`config.mk`:
```
export PLATFORM = sky130hd
export DESIGN_NAME = etc_tile_sched
export DESIGN_NICKNAME = d
export VERILOG_FILES = /design/src/rtl/etc_tile_sched.sv
export SDC_FILE = /design/constraint.sdc
export NUM_CORES = 2
export LEC_CHECK = 0
export BUFFER_PORTS_ARGS = -buffer_cell sky130_fd_sc_hd__buf_2
export CORE_ASPECT_RATIO = 0.6
export CORE_MARGIN = 5
export CORE_UTILIZATION = 65
export DETAILED_ROUTE_END_ITERATION = 8
export PLACE_DENSITY = 0.86
export SETUP_SLACK_MARGIN = 0.15
export SLEW_MARGIN = 20
export SYNTH_ARGS = -nofsm -noshare
export SYNTH_HDL_FRONTEND = slang
export SYNTH_SLANG_ARGS = --single-unit
```
`constraint.sdc`:
```
create_clock -name clk -period 19.7 [get_ports clk]
set_clock_uncertainty 0.2 [all_clocks]
set_input_delay 3.94 -clock clk [delete_from_list [all_inputs] [get_ports clk]]
set_output_delay 3.94 -clock clk [all_outputs]
set_load 0.005 [all_outputs]
```
`src/rtl/etc_tile_sched.sv`:
```
// Job scheduler for a 4x4 extended tensor core tile: walks M x N x K, tags beats, accumulates over K, queues C tiles.
// Optional performance counters are enabled with `define ETC_SCHED_PERF_EN.
module etc_tile_sched #(
  parameter int W         = 16,
  parameter int TW        = 4,
  parameter int CORE_LAT  = 3,
  parameter int OUT_DEPTH = 4
) (
  input  logic              clk,
  input  logic              rst,
  input  logic              start,
  input  logic [1:0]        op,
  input  logic [TW-1:0]     m_tiles,
  input  logic [TW-1:0]     n_tiles,
  input  logic [TW-1:0]     k_tiles,
  output logic              busy,
  output logic              done,
  output logic              rd_en,
  output logic [2*TW-1:0]   a_idx,
  output logic [2*TW-1:0]   b_idx,
  output logic [1:0]        core_op,
  input  logic [16*W-1:0]   core_out,
  output logic              o_valid,
  input  logic              o_ready,
  output logic [16*W-1:0]   o_data,
  output logic [TW-1:0]     o_m,
  output logic [TW-1:0]     o_n
`ifdef ETC_SCHED_PERF_EN
  ,
  output logic [31:0]       perf_busy_cyc,
  output logic [31:0]       perf_stall_cyc
`endif
);

  localparam int AW = (OUT_DEPTH > 1) ? $clog2(OUT_DEPTH) : 1;
  localparam int CW = $clog2(OUT_DEPTH + 1);
  localparam int DW = 16 * W;
  localparam int EW = DW + 2 * TW;

  typedef enum logic [1:0] {
    S_IDLE  = 2'd0,
    S_ISSUE = 2'd1,
    S_DRAIN = 2'd2
  } state_t;

  state_t state, state_nx;

  logic [TW-1:0]  m_dim, n_dim, k_dim;
  logic [TW-1:0]  m_cnt, n_cnt, k_cnt;
  logic [1:0]     op_r;
  logic [CW-1:0]  credits;
  logic           done_r;

  logic           tag_v     [CORE_LAT];
  logic           tag_first [CORE_LAT];
  logic           tag_last  [CORE_LAT];
  logic [TW-1:0]  tag_m     [CORE_LAT];
  logic [TW-1:0]  tag_n     [CORE_LAT];

  logic [DW-1:0]  acc, acc_nx;
  logic [EW-1:0]  mem [OUT_DEPTH];
  logic [AW:0]    wptr, rptr;
  logic [EW-1:0]  head;

  logic start_ok, dims_ok;
  logic k_last, n_last, m_last;
  logic issue, issue_last, final_beat;
  logic tags_busy, fifo_empty, pop, push, drain_done;
  logic exit_v, exit_first, exit_last;
  logic [TW-1:0] exit_m, exit_n;
  logic [2*TW-1:0] m_w, n_w, k_w, kd_w, nd_w;

  assign start_ok   = start && (state == S_IDLE);
  assign dims_ok    = (m_tiles != '0) && (n_tiles != '0) && (k_tiles != '0);
  assign k_last     = (k_cnt == k_dim - TW'(1));
  assign n_last     = (n_cnt == n_dim - TW'(1));
  assign m_last     = (m_cnt == m_dim - TW'(1));
  // Only the beat that completes a tile needs an output slot reserved.
  assign issue      = (state == S_ISSUE) && (!k_last || (credits != '0));
  assign issue_last = issue && k_last;
  assign final_beat = issue_last && n_last && m_last;

  assign exit_v     = tag_v[CORE_LAT-1];
  assign exit_first = tag_first[CORE_LAT-1];
  assign exit_last  = tag_last[CORE_LAT-1];
  assign exit_m     = tag_m[CORE_LAT-1];
  assign exit_n     = tag_n[CORE_LAT-1];

  assign fifo_empty = (wptr == rptr);
  assign pop        = !fifo_empty && o_ready;
  assign push       = exit_v && exit_last;
  assign drain_done = (state == S_DRAIN) && !tags_busy && fifo_empty;

  always_comb begin
    tags_busy = 1'b0;
    for (int i = 0; i < CORE_LAT; i++) tags_busy = tags_busy | tag_v[i];
  end

  always_comb begin
    state_nx = state;
    case (state)
      S_IDLE:  if (start_ok && dims_ok) state_nx = S_ISSUE;
      S_ISSUE: if (final_beat) state_nx = S_DRAIN;
      S_DRAIN: if (drain_done) state_nx = S_IDLE;
      default: state_nx = S_IDLE;
    endcase
  end

  always_ff @(posedge clk or posedge rst) begin
    if (rst) state <= S_IDLE;
    else     state <= state_nx;
  end

  always_ff @(posedge clk or posedge rst) begin
    if (rst) begin
      m_dim   <= '0;
      n_dim   <= '0;
      k_dim   <= '0;
      m_cnt   <= '0;
      n_cnt   <= '0;
      k_cnt   <= '0;
      op_r    <= '0;
      done_r  <= 1'b0;
      credits <= CW'(OUT_DEPTH);
    end else begin
      done_r  <= (start_ok && !dims_ok) || drain_done;
      credits <= credits + CW'(pop) - CW'(issue_last);
      if (start_ok && dims_ok) begin
        m_dim <= m_tiles;
        n_dim <= n_tiles;
        k_dim <= k_tiles;
        op_r  <= op;
        m_cnt <= '0;
        n_cnt <= '0;
        k_cnt <= '0;
      end else if (issue) begin
        // Counters wrap to zero on the final beat, leaving indices at 0 between jobs.
        if (k_last) begin
          k_cnt <= '0;
          if (n_last) begin
            n_cnt <= '0;
            m_cnt <= m_last ? '0 : m_cnt + TW'(1);
          end else begin
            n_cnt <= n_cnt + TW'(1);
          end
        end else begin
          k_cnt <= k_cnt + TW'(1);
        end
      end
    end
  end

  always_ff @(posedge clk or posedge rst) begin
    if (rst) begin
      for (int i = 0; i < CORE_LAT; i++) begin
        tag_v[i]     <= 1'b0;
        tag_first[i] <= 1'b0;
        tag_last[i]  <= 1'b0;
        tag_m[i]     <= '0;
        tag_n[i]     <= '0;
      end
    end else begin
      tag_v[0]     <= issue;
      tag_first[0] <= (k_cnt == '0);
      tag_last[0]  <= k_last;
      tag_m[0]     <= m_cnt;
      tag_n[0]     <= n_cnt;
      for (int i = 1; i < CORE_LAT; i++) begin
        tag_v[i]     <= tag_v[i-1];
        tag_first[i] <= tag_first[i-1];
        tag_last[i]  <= tag_last[i-1];
        tag_m[i]     <= tag_m[i-1];
        tag_n[i]     <= tag_n[i-1];
      end
    end
  end

  always_comb begin
    acc_nx = '0;
    for (int e = 0; e < 16; e++) begin
      if (exit_first) acc_nx[e*W +: W] = core_out[e*W +: W];
      else            acc_nx[e*W +: W] = acc[e*W +: W] + core_out[e*W +: W];
    end
  end

  always_ff @(posedge clk or posedge rst) begin
    if (rst)         acc <= '0;
    else if (exit_v) acc <= acc_nx;
  end

  always_ff @(posedge clk) begin
    if (push) mem[wptr[AW-1:0]] <= {acc_nx, exit_m, exit_n};
  end

  always_ff @(posedge clk or posedge rst) begin
    if (rst) begin
      wptr <= '0;
      rptr <= '0;
    end else begin
      if (push) wptr <= wptr + (AW+1)'(1);
      if (pop)  rptr <= rptr + (AW+1)'(1);
    end
  end

  assign m_w  = {{TW{1'b0}}, m_cnt};
  assign n_w  = {{TW{1'b0}}, n_cnt};
  assign k_w  = {{TW{1'b0}}, k_cnt};
  assign kd_w = {{TW{1'b0}}, k_dim};
  assign nd_w = {{TW{1'b0}}, n_dim};

  assign busy    = (state != S_IDLE);
  assign done    = done_r;
  assign rd_en   = issue;
  assign a_idx   = m_w * kd_w + k_w;
  assign b_idx   = k_w * nd_w + n_w;
  assign core_op = op_r;

  // Head is gated so the outputs read zero whenever the queue is empty.
  assign head    = mem[rptr[AW-1:0]];
  assign o_valid = !fifo_empty;
  assign o_data  = o_valid ? head[EW-1 -: DW] : '0;
  assign o_m     = o_valid ? head[2*TW-1:TW]  : '0;
  assign o_n     = o_valid ? head[TW-1:0]     : '0;

`ifdef ETC_SCHED_PERF_EN
  always_ff @(posedge clk or posedge rst) begin
    if (rst) begin
      perf_busy_cyc  <= '0;
      perf_stall_cyc <= '0;
    end else if (start_ok) begin
      perf_busy_cyc  <= '0;
      perf_stall_cyc <= '0;
    end else begin
      if (busy && (perf_busy_cyc != '1)) perf_busy_cyc <= perf_busy_cyc + 32'd1;
      if ((state == S_ISSUE) && !issue && (perf_stall_cyc != '1))
        perf_stall_cyc <= perf_stall_cyc + 32'd1;
    end
  end
`endif

endmodule

```
==> results.yml <==
global_routing:
  grtUsageMet1_pct: 43.0
  met2_usage_pct: 49.1
  antenna_found_initial: 61
  busiest_layer: "met2"
  grtUsageMet3_pct: 5.73
  grt_max_degree: 148
  grt_pass1_wl_microns: 260000
  grt_pass1_vias: 42900
  overflow: 0
  grtUsageTotal_pct: 31.0
clock_tree:
  insertion_delay_ns: 0.75
  cts-htree-levels: 3
  ctsHoldBuffers: 0
  cts_tree: "yes"
  post_cts_buffers: 0
  root_buffer: "clkbuf_16"
  numCtsBuffers: 119
  clk_pin_slew_ns: 0.07
  clk_path_buf_depth: 3
  cts_resized: 0
  clock_sinks: 1383
setup_path:
  critPathMostFrequentCell: "buf_4"
  cp_data_arrival_time_ns: 4.38
  required_ns: 15.56
  path_buf_inv: 3
  reg2reg_to: "mem[2][32]"
  crit_chain: "buf_4 -> buf_4 -> mux4_2 -> nor2b_1 -> buf_2"
  crit_path_end_kind: "output port"
  critPathTopFamily: "buffers and inverters"
  crit_path_top_delay_cell: "dfrtp_4"
  max_stage_delay_ns: 0.96
  reg2reg_slack_ns: 14.96
  worst-setup-path-type: "flop to output port"
  cp_max_fo: 49
  reg2reg_depth: 4
  timing.rr.start: "exit_v"
  critPathLaunchType: "flop"
run_status:
  violations: "DRC"
  status: "finished with violations"
synthesis:
  yosysTopAreaCellShare_pct: 47.7
  synth_cells: 4701
  synthAdderAreaFrac_pct: 6.32
  synth_flop_cell: "edfxtp_1"
  synth_edf_count: 1056
  ys_seq_area_share_pct: 60.0
  synth_area_leaders: "edfxtp_1 (48%), dfrtp_1 (12%), mux4_2 (8.9%)"
  synth_area_sq_mm: 0.0665
  yosys.area_share.simple_pct: 8.05
  ys_warn_count: 0
  synth-xor-area-share_pct: 3.00
  ys_types: 72
  synth_top_cell_by_area: "edfxtp_1"
  syn_avg_cell_area_sq_um: 14.1
  async_reset_ff_share_pct: 23.6
  synth_seq_cells: 1383
  syn-num-nets: 5292
  synth_compound_area_share_pct: 7.63
  synth_top_family_by_area: "multiplexers"
  synthMuxAreaShare_pct: 13.0
drt:
  drt_iter0_drc: 5000
  viasPerCell: 6.40
  dr.pass1.iters: 9
  drc: 2
  wl_per_cell_microns: 25.4
  wl_microns: 171000
  num_vias: 43000
  ant_nets: 0
floorplan:
  start_util_pct: 65.8
  rows: 90
  dieArea_sq_mm: 0.109
  io_pins: 560
  fp.dieH_microns: 258
  die_w_microns: 423
  design.core.area_sq_mm: 0.101
pwr:
  switchingPower_uw: 2080
  total_power_uw: 7500
  pwr-share-seq_pct: 48.0
  power_leakage_uw: 0.0277
  intPower_uw: 5420
  ir_drop_v: 0.0000917
  combPwrFrac_pct: 19.2
  p_per_area_mw_per_mm2: 100
  p_sw_share_pct: 27.7
  p_clk_share_pct: 32.9
place:
  port_buffers: 559
  placed_cells: 6443
  dp_worst_setup_slack_ns: 11.85
  postPlaceCellArea_sq_mm: 0.0706
  gp_congestion: 0.898
  post-dp-hpwl_microns: 112000
cells_and_area:
  final_layout_size_suffix_gt1_share_pct: 24.9
  fin_nets: 5822
  seq_area_sq_mm: 0.0399
  fill_cells: 5938
  final_area_sq_mm: 0.0749
  multi_input_area_sq_mm: 0.0253
  syn2layout_area_growth_pct: 12.7
  instances_no_fill: 6729
timing:
  hold_viol: 0
  worstMarginPinSlew_ns: 1.13
  rsz0062_at_grt: "no"
  fin_ws_ns: 11.18
  setup_viol: 0
  max_freq_ghz: 0.117
  slew_violations: 0
  min_period_over_period_pct: 43.2
  fin_setup_tns_ns: 0
  slew_headroom_pct: 24.3
  period_needed_ns: 8.52
flow_run:
  maxCapViolCount: 0
min_path:
  hold_path.class: "flop to flop"
  holdPathStages: 0
  min_from: "tag_n[8]"
  worstHoldEndpoint: "tag_n[4]"
[power groups by stage]
stage | Clock (uW) | Combinational (uW) | Sequential (uW)
finish | 2460 | 1440 | 3600
global route | 2610 | 1590 | 3610
CTS | 2480 | 1420 | 3600
detailed placement | 0 | 1390 | 3660
global placement | 0 | 1300 | 3650
floorplan | 0 | 1010 | 3630
[worst max-delay path by stage]
| stage | start | endpoint | slack, ns | cells after the start |
|---|---|---|---|---|
| floorplan | rst | acc[0] | 6.51 | 1 |
| global placement | rptr[0] | o_data[74] | 11.95 | 5 |
| detailed placement | rptr[0] | o_data[82] | 11.85 | 5 |
| CTS | rptr[0] | o_data[84] | 11.02 | 5 |
| global route | rptr[0] | o_data[73] | 10.75 | 5 |
| finish | rptr[0] | o_data[84] | 11.18 | 5 |
[layer usage]
metal | vias up | share of wire, %
li1 | 18800 | -
met1 | 21600 | 39
met2 | 2231 | 48
met3 | 392 | 8.6
met4 | 6 | 4.4
met5 | - | 0.023
[sequential cells by signal (all words and copies together), names as in the netlist]
register and cells:
k_dim 4, exit_v 1, exit_last 1, exit_m 4, n_dim 4, m_cnt 4
tag_n 8, tag_v 2, state 2, acc 256, exit_first 1, mem 1056
done 1, m_dim 4, wptr 3, k_cnt 4, n_cnt 4, tag_last 2
core_op 2, tag_first 2, exit_n 4, tag_m 8, rptr 3, credits 3
[cell usage after synthesis, drive strengths merged (31+ instances only)]
cell	n
xor2	109
mux2	218
inv	147
or3	39
nor3	66
nor2b	292
nand2	406
buf	43
o21ai	373
edfxtp	1056
clkbuf	157
a21o	79
mux4	264
a211oi	42
o31ai	33
fa	31
xnor2	119
dfrtp	326
nand3	31
ha	286
a21oi	125
nor2	157
[cell families (layout without fill, tap and decap cells)]
family / Yosys count / in the layout
mux: 508 / 508
compound gates: 824 / 824
xor+xnor: 228 / 228
flops: 1383 / 1383
buf+inv: 347 / 983
fa+ha+maj: 317 / 317
simple gates: 1094 / 1094
other cells: 0 / 58
[worst register-to-register path, cell delays in order (launching register included)]
cell and delay (ns):
dfrtp_4 0.73, buf_4 0.57, and3_4 1.09, buf_4 0.70, buf_4 1.00
[cell type report]
class,count,area share (%)
Sequential cell,1383,53.3
Multi-Input combinational cell,2971,33.8
Clock buffer,160,4.51
Timing Repair Buffer,609,4.28
Tap cell,1334,2.23
Clock inverter,67,0.969
Inverter,147,0.752
Antenna cell,58,0.194
[placed cells by master, fill, tap and decap left out, types with 16 or more instances in the layout]
cell type	n
xor2_1	109
or3_1	39
buf_4	48
a21boi_0	17
a211oi_1	41
mux2i_1	26
and2_1	17
o21ai_0	365
a21oi_1	125
mux4_2	264
xnor2_1	119
o31ai_1	33
diode_2	58
clkinv_2	20
dfrtp_1	322
buf_2	559
inv_1	144
edfxtp_1	1056
clkbuf_16	122
nand3_1	31
clkbuf_8	18
nor2b_1	292
o21bai_1	22
nand2b_1	16
o211ai_1	20
a31oi_1	27
clkbuf_1	20
and3_1	16
nor2_1	155
o21a_1	18
mux2_2	218
fa_1	31
a21o_1	79
nor3_1	65
nand2_1	406
ha_1	286
[per-stage QoR]
step	utilization, %	hold WS, ns
final	74.2	0.148
after global routing	74.2	0.157
after CTS	74.0	0.150
after detailed placement	69.9	0.135
after global placement	69.9	0.132
after floorplan	-	0.131
No activity file was read; power rests on OpenSTA's default activity.
